==> src/rtl/quad_array_loader.sv <==
// rtl/quad_array_loader.sv - assembles an N_BITS frame from a byte stream for the quadruple counter
//
// Ports:
//   clk, rst_n            clock, asynchronous active-low reset
//   start, k_in           begin a new frame (honoured in IDLE), target sum latched with it
//   s_valid/s_ready/s_data  input beat stream, LSB-first into array_out
//   array_out, k_out      assembled frame and its latched target sum
//   ones_count            popcount of array_out, accumulated per beat
//   frame_valid/frame_ack frame handoff to the counter stage
//   busy                  state is not IDLE
//   err_start             one-cycle pulse after a start arrives outside IDLE

module quad_array_loader #(
    parameter int N_BITS = 100,
    parameter int DATA_W = 8
) (
    input  logic                          clk,
    input  logic                          rst_n,
    input  logic                          start,
    input  logic [7:0]                    k_in,
    input  logic                          s_valid,
    input  logic [DATA_W-1:0]             s_data,
    output logic                          s_ready,
    output logic [N_BITS-1:0]             array_out,
    output logic [7:0]                    k_out,
    output logic [$clog2(N_BITS+1)-1:0]   ones_count,
    output logic                          frame_valid,
    input  logic                          frame_ack,
    output logic                          busy,
    output logic                          err_start
);

    localparam int BEATS  = (N_BITS + DATA_W - 1) / DATA_W;
    localparam int CNT_W  = (BEATS > 1) ? $clog2(BEATS) : 1;
    localparam int ONES_W = $clog2(N_BITS + 1);
    localparam logic [CNT_W-1:0] LAST_BEAT = CNT_W'(BEATS - 1);

    typedef enum logic [1:0] {
        IDLE = 2'd0,
        LOAD = 2'd1,
        HOLD = 2'd2
    } state_t;

    state_t              state_q, state_d;
    logic [CNT_W-1:0]    beat_q, beat_d;
    logic [N_BITS-1:0]   array_q, array_d;
    logic [7:0]          k_q, k_d;
    logic [ONES_W-1:0]   ones_q, ones_d;
    logic                err_start_q, err_start_d;
    logic [ONES_W-1:0]   beat_pop;
    int                  idx;

    always_comb begin
        state_d     = state_q;
        beat_d      = beat_q;
        array_d     = array_q;
        k_d         = k_q;
        ones_d      = ones_q;
        beat_pop    = '0;
        idx         = 0;
        // Any start seen while a frame is in flight is dropped but reported.
        err_start_d = start && (state_q != IDLE);

        case (state_q)
            IDLE: begin
                if (start) begin
                    k_d     = k_in;
                    array_d = '0;
                    ones_d  = '0;
                    beat_d  = '0;
                    state_d = LOAD;
                end
            end
            LOAD: begin
                if (s_valid) begin
                    // Bits past N_BITS in the final beat are neither stored nor counted.
                    for (int i = 0; i < DATA_W; i++) begin
                        idx = int'(beat_q) * DATA_W + i;
                        if (idx < N_BITS) begin
                            array_d[idx] = s_data[i];
                            beat_pop     = beat_pop + ONES_W'(s_data[i]);
                        end
                    end
                    ones_d = ones_q + beat_pop;
                    if (beat_q == LAST_BEAT) begin
                        state_d = HOLD;
                    end else begin
                        beat_d = beat_q + CNT_W'(1);
                    end
                end
            end
            HOLD: begin
                if (frame_ack) begin
                    state_d = IDLE;
                end
            end
            default: begin
                state_d = IDLE;
            end
        endcase
    end

    always_ff @(posedge clk or negedge rst_n) begin
        if (!rst_n) begin
            state_q     <= IDLE;
            beat_q      <= '0;
            array_q     <= '0;
            k_q         <= '0;
            ones_q      <= '0;
            err_start_q <= 1'b0;
        end else begin
            state_q     <= state_d;
            beat_q      <= beat_d;
            array_q     <= array_d;
            k_q         <= k_d;
            ones_q      <= ones_d;
            err_start_q <= err_start_d;
        end
    end

    // Handshake outputs decode straight from the state register, so they are
    // glitch-free and s_ready first rises the cycle after start.
    assign s_ready     = (state_q == LOAD);
    assign frame_valid = (state_q == HOLD);
    assign busy        = (state_q != IDLE);
    assign err_start   = err_start_q;
    assign array_out   = array_q;
    assign k_out       = k_q;
    assign ones_count  = ones_q;

endmodule

==> config.mk <==
export PLATFORM = sky130hd
export DESIGN_NAME = quad_array_loader
export DESIGN_NICKNAME = d
export VERILOG_FILES = /design/src/rtl/quad_array_loader.sv
export SDC_FILE = /design/constraint.sdc
export NUM_CORES = 1
export LEC_CHECK = 0
export ABC_AREA = 1
export BUFFER_PORTS_ARGS = -buffer_cell sky130_fd_sc_hd__buf_4
export CAP_MARGIN = 10
export CORE_UTILIZATION = 25
export DETAILED_ROUTE_END_ITERATION = 6
export MAX_ROUTING_LAYER = met4
export PLACE_DENSITY_LB_ADDON = 0.25
export RECOVER_POWER = 25
export REMOVE_ABC_BUFFERS = 1
export SLEW_MARGIN = 10
export SYNTH_ARGS = -nofsm -noshare
export SYNTH_HDL_FRONTEND = slang
export SYNTH_SLANG_ARGS = --single-unit
==> constraint.sdc <==
create_clock -name clk -period 6.3 [get_ports clk]
set_input_delay 0.63 -clock clk [delete_from_list [all_inputs] [get_ports clk]]
set_output_delay 0.63 -clock clk [all_outputs]
set_load 0.03 [all_outputs]
# --- Yosys cells after proc, flatten, opt, wreduce, memory -nomap -nowiden ---
# Index checks and enable logic that the tools add are counted.
word_totals:
  rom_bits: 0
  ff_bits: 122
  ram_bits: 0
  elab_cells: 155
  out_inout_bits: 119
  inputBits: 21
  latch_bits: 0
  n_memories: 0
classes:
  eq_ne: 8
  reduce_logical: 16
  n_addsub: 16
  shift: 0
  n_mux: 85
  bitwise: 0
  n_mul: 0
  magnitude_cmp: 24
  n_div: 0
ops:
  columns: ["op", "count"]
  rows:
  - ["two-way mux 100 bit", 24]
  - ["bitwise mux 100 bit", 8]
  - ["case mux 100 bit (2 select lines)", 1]
  - ["two-way mux 7 bit", 25]
  - ["greater-or-equal comparator 8 x 1 -> 1 bit (second input constant)", 7]
  - ["< comparator 8 x 7 -> 1 bit (second input constant)", 7]
  - ["< comparator 8 bit (second input constant)", 7]
  - ["adder 7 x 1 -> 7 bit", 7]
  - ["demux 1 bit (select 7 bit)", 7]
  - ["adder 7 x 3 -> 8 bit (second input constant)", 4]
  - ["adder 7 x 2 -> 8 bit (second input constant)", 2]
  - ["case mux 7 bit (2 select lines)", 1]
  - ["two-way mux 4 bit", 3]
  - ["logical AND 1 bit", 9]
  - ["two-way mux 1 bit", 9]
  - ["adder 7 x 1 -> 8 bit (second input constant)", 1]
  - ["< comparator 7 x 8 -> 1 bit (second input constant)", 1]
  - ["two-way mux 2 bit", 4]
  - ["case mux 4 bit (2 select lines)", 1]
  - ["AND reduction 4 bit", 2]
  - ["adder 7 bit", 1]
  - ["greater-or-equal comparator 7 x 1 -> 1 bit (second input constant)", 1]
  - ["< comparator 7 bit (second input constant)", 1]
  - ["inequality test 2 bit (second input constant)", 3]
  - ["other kinds (11)", 13]

# --- Longest topological paths before layout ---
depth:
  depth_word: 36
  ltp_mapped: 40
  depth_no_buf: 40

# --- Worst setup path before layout ---
# OpenSTA, ideal clock, no wires.
synth_path:
  path_kind: "register to register"
  start: "register beat_q[0]"
  end: "register ones_q[6] (netlist: ones_count[6])"
  setup_ns: 0.083
  slack_ns: 0.527
  stages_incl_launch_ff: 36
  synth_period_minus_slack_ns: 5.773
  t_required_ns: 6.217
  n_path_buf: 0
  arrival_time_ns: 5.690
  path_cell_list: "dfrtp_1 inv_1 ha_1 o21ai_1 inv_1 ha_1 o21ai_0 inv_1 ha_1 o21ai_0 inv_1 ha_1 o21ai_0 inv_1 ha_1 ha_1 nor2_1 nor2_1 ha_1 nor2_1 nor2_1 ha_1 nor2_1 nor2_1 ha_1 nor2_1 nor2_1 inv_1 fa_1 o21ai_0 a21oi_1 nor2_1 o21a_1 nor2_1 xor2_1 o21ai_0"
synth_via:
  elab_chain_cells: 35
  elab_cells_between_ends: 49
  cone_classes: "add/sub: 15; order compare: 8; mux: 26"
synth_rtl:
  columns: ["item", "line", "source"]
  rows:
  - ["start, declared", "45", "logic [CNT_W-1:0] beat_q, beat_d;"]
  - ["start signal, assigned", "113", "beat_q <= beat_d;"]
  - ["< comparator 7 bit", "79", "if (idx < N_BITS) begin"]
  - ["two-way mux 1 bit", "79", null]
  - ["two-way mux 7 bit", "75", "if (s_valid) begin"]
  - ["two-way mux 7 bit", "64", "case (state_q)"]
  - ["adder 7 x 1 -> 7 bit", "81", "beat_pop = beat_pop + ONES_W'(s_data[i]);"]
  - ["two-way mux 7 bit", "79", null]
  - ["two-way mux 7 bit", "75", null]
  - ["two-way mux 7 bit", "64", null]
  - ["[19 not listed]", null, null]
  - ["two-way mux 7 bit", "64", null]
  - ["adder 7 x 1 -> 7 bit", "81", null]
  - ["two-way mux 7 bit (*)", "79", null]
  - ["two-way mux 7 bit (*)", "75", null]
  - ["two-way mux 7 bit (*)", "64", null]
  - ["adder 7 bit (*)", "84", "ones_d = ones_q + beat_pop;"]
  - ["two-way mux 7 bit (*)", "75", null]
  - ["case mux 7 bit (2 select lines) (*)", "64", null]
  - ["end signal, assigned", "116", "ones_q <= ones_d;"]
  - ["end, declared", "48", "logic [ONES_W-1:0] ones_q, ones_d;"]
# Every way passes the cells marked *; elsewhere a longest branch is shown, timed or not. The select of a mux whose other input is x is not followed.
# A chain may end at the register's enable or synchronous reset.

# --- Worst setup path after layout ---
# Ends and elaborated chain as after synthesis.

==> results_dict.tcl <==
set metrics [dict create \
    maxSlewViolCount 53 \
    clock_path_buffers 2 \
    diodes 0 \
    synthMuxAreaShare_pct 0 \
    cts_sinks 122 \
    synth_seq_area_share_pct 52.6 \
    cp_data_required_time_ps 6640 \
    drv_cap 1 \
    multi_input_area_um2 2420 \
    placeableCoreArea_um2 22700 \
    holdCritStartpoint "k_in[3]" \
    period_minus_slack_ps 5780 \
    grt_pass1_wl_um 28000 \
    drive_gt1_share_pct 21.3 \
    die_w_um 154 \
    hold_path.class "input pin to register" \
    start_util_pct 25.6 \
    cp-start-kind "register" \
    yosysUniqueCellTypes 36 \
    cts_tree "yes" \
    io_pins 140 \
    clk_latency_ps 430 \
    hpwl_um 12100 \
    ant_nets 0 \
    endpoint_kind "register" \
    die-area_um2 23800 \
    detail_route.wl_per_cell_um 16.3 \
    path_buf_inv 6 \
    finalCritPeriodShare_pct 91.7 \
    final_common_cell "nand2_1" \
    worst_ep_arrival_time_ps 6120 \
    slew_headroom_pct -93.3 \
    worst_slew_pin_slew_ps 2900 \
    htreeDepth 4 \
    setup_tns_ps 0 \
    synth_area_um2 5810 \
    reg2reg_from "beat_q[0]" \
    gr-usage-all-layers_pct 15.8 \
    cts-root-buf "clkbuf_16" \
    rsz0062_at_grt "false" \
    violations "capacitance limit, slew limit" \
    instances_no_fill 1097 \
    worst-setup-path-type "register to register" \
    syn-instance-count 661 \
    grt_max_degree 72 \
    nFillCells 2395 \
    syn_to_final_growth_pct 31.4 \
    finalPower_mw 4.19 \
    avgSynthCellArea_um2 8.79 \
    skew_ps 14.3 \
    gp_congestion 0.803 \
    yosys.area_share.xor_xnor_pct 0.452 \
    portBuffers 139 \
    yosys.area_share.simple_pct 21.3 \
    route.vias.total 5121 \
    leakagePower_nw 3.69 \
    synth_compound_area_share_pct 14.4 \
    pwr_density_cell_nw_per_um2 549 \
    seqCellArea_um2 3050 \
    nNetsFinal 844 \
    crit_start "beat_q[0]" \
    cp_max_fo 5 \
    setup_viol 0 \
    synth_top_family_by_area "simple AND/OR/NAND/NOR gates" \
    max_freq_mhz 173 \
    final_util_pct 33.6 \
    cp_slowest_cell "fa_1" \
    path_clk_slew_ps 60 \
    cp_common_cell "nor2_1" \
    die_h_um 154 \
    cts-buffers-inserted 17 \
    status "complete, but fails checks" \
    drt_iter0_markers 318 \
    cpPeakStageDelay_ps 420 \
    grt_pass1_vias 4882 \
    fin_hold_ws_ps 398 \
    dp.cells 1062 \
    irDropWorstVdd_uv 199 \
    synth-seq-cells 122 \
    synth_fa_ha_area_share_pct 5.30 \
    cp_top_family "adder cells" \
    vias_per_cell 4.67 \
    overflow 0 \
    final_cell_mix "167 x nand2_1, 121 x dfrtp_1, 116 x buf_4" \
    drt_wl_total_um 17900 \
    grt_antenna_before_repair 0 \
    ys_warn_count 0 \
    rows 55 \
    cts_hold_buf 0 \
    drcViolationCount 0 \
    first_pass_iters 4 \
    hold_violations 0 \
]
[state kept, by name (all words and copies together), names as in the netlist]
register,count
array_out,100
beat_q,4
err_start,1
k_out,8
ones_count,7
state_q,2
[Yosys cell counts, drive strengths merged]
cell,n,area (um2)
nand2,178,706
dfrtp,122,3050
o21ai,88,440
nor2,59,229
inv,56,210
nand3,44,235
o41ai,34,305
ha,23,288
clkbuf,14,52.6
buf,13,76.3
a21oi,5,25.0
nand4,5,31.3
and3,2,12.5
clkinv,2,7.51
nor3,2,10.0
o22ai,2,12.5
o31ai,2,20.0
xor2,2,17.5
a31oi,1,6.26
a32o,1,10.0
fa,1,20.0
nand3b,1,7.51
nor3b,1,7.51
o21a,1,7.51
o32ai,1,8.76
xnor2,1,8.76
[timing repair]
action,in CTS,in global routing
buffers inserted,0,3
gates resized for setup,0,8
endpoints found under the setup margin,0,3
endpoints found under the hold margin,0,0
[logic make-up (layout without fill, tap and decap cells)]
| logic type | after synthesis | count (layout) |
|---|---|---|
| XOR/XNOR | 3 | 3 |
| buffers and inverters | 85 | 236 |
| flip-flops | 122 | 122 |
| AND/OR/NAND/NOR | 292 | 292 |
| adder cells (fa/ha/maj) | 24 | 24 |
| AO/OA/AOI/OAI | 135 | 135 |
[path summary, 6_finish.rpt]
kind | to | slack (ps) | depth (start not counted)
max in group asynchronous | beat_q[2] | 2960 | 2
setup / recovery | ones_count[6] | 520 | 35
hold / removal | k_out[3] | 400 | 3
setup reg to reg | ones_count[6] | 520 | 35
hold reg to reg | k_out[6] | 480 | 2
min in group asynchronous | array_out[63] | 1140 | 1
[stage by stage]
| step | setup slack (ps) | instance area [um2] |
|---|---|---|
| 2_1_floorplan | 530 | 5680 |
| 3_3_place_gp | 472 | 7110 |
| 3_5_place_dp | 345 | 7110 |
| 4_1_cts | 310 | 7710 |
| 5_1_grt | 0.346 | 7630 |
| 6_report | 520 | 7630 |
[layout make-up]
class	count	share of cell area, %
Clock inverter	14	2.25
Inverter	58	2.89
Multi-Input combinational cell	454	31.7
Sequential cell	122	40.0
Clock buffer	18	5.62
Tap cell	285	4.67
Timing Repair Buffer	146	12.9
[metal layers]
| metal | share of wire [%] | track usage, % |
|---|---|---|
| met3 | 6.3 | 3.98 |
| met1 | 51 | 22.5 |
| met5 | 0 | - |
| met4 | 1.0 | 4.38 |
| met2 | 42 | 21.9 |
[worst reg2reg max path: cells and delay by family (launching register included)]
family          cells  cell delay, ps
flops               1             400
compound gates      8            1090
fa+ha+maj          10            2810
simple gates       10             850
buf+inv             6             430
xor+xnor            1             130
[power breakdown]
part           total [mW]  leakage [nW]  switching [mW]  internal, mW
combinational        1.99          1.76            1.34         0.658
clock                1.01         0.287           0.384         0.624
sequential           1.19          1.65           0.169          1.02
total                4.19          3.69            1.89          2.30
Power figures use the tool's default switching activity.
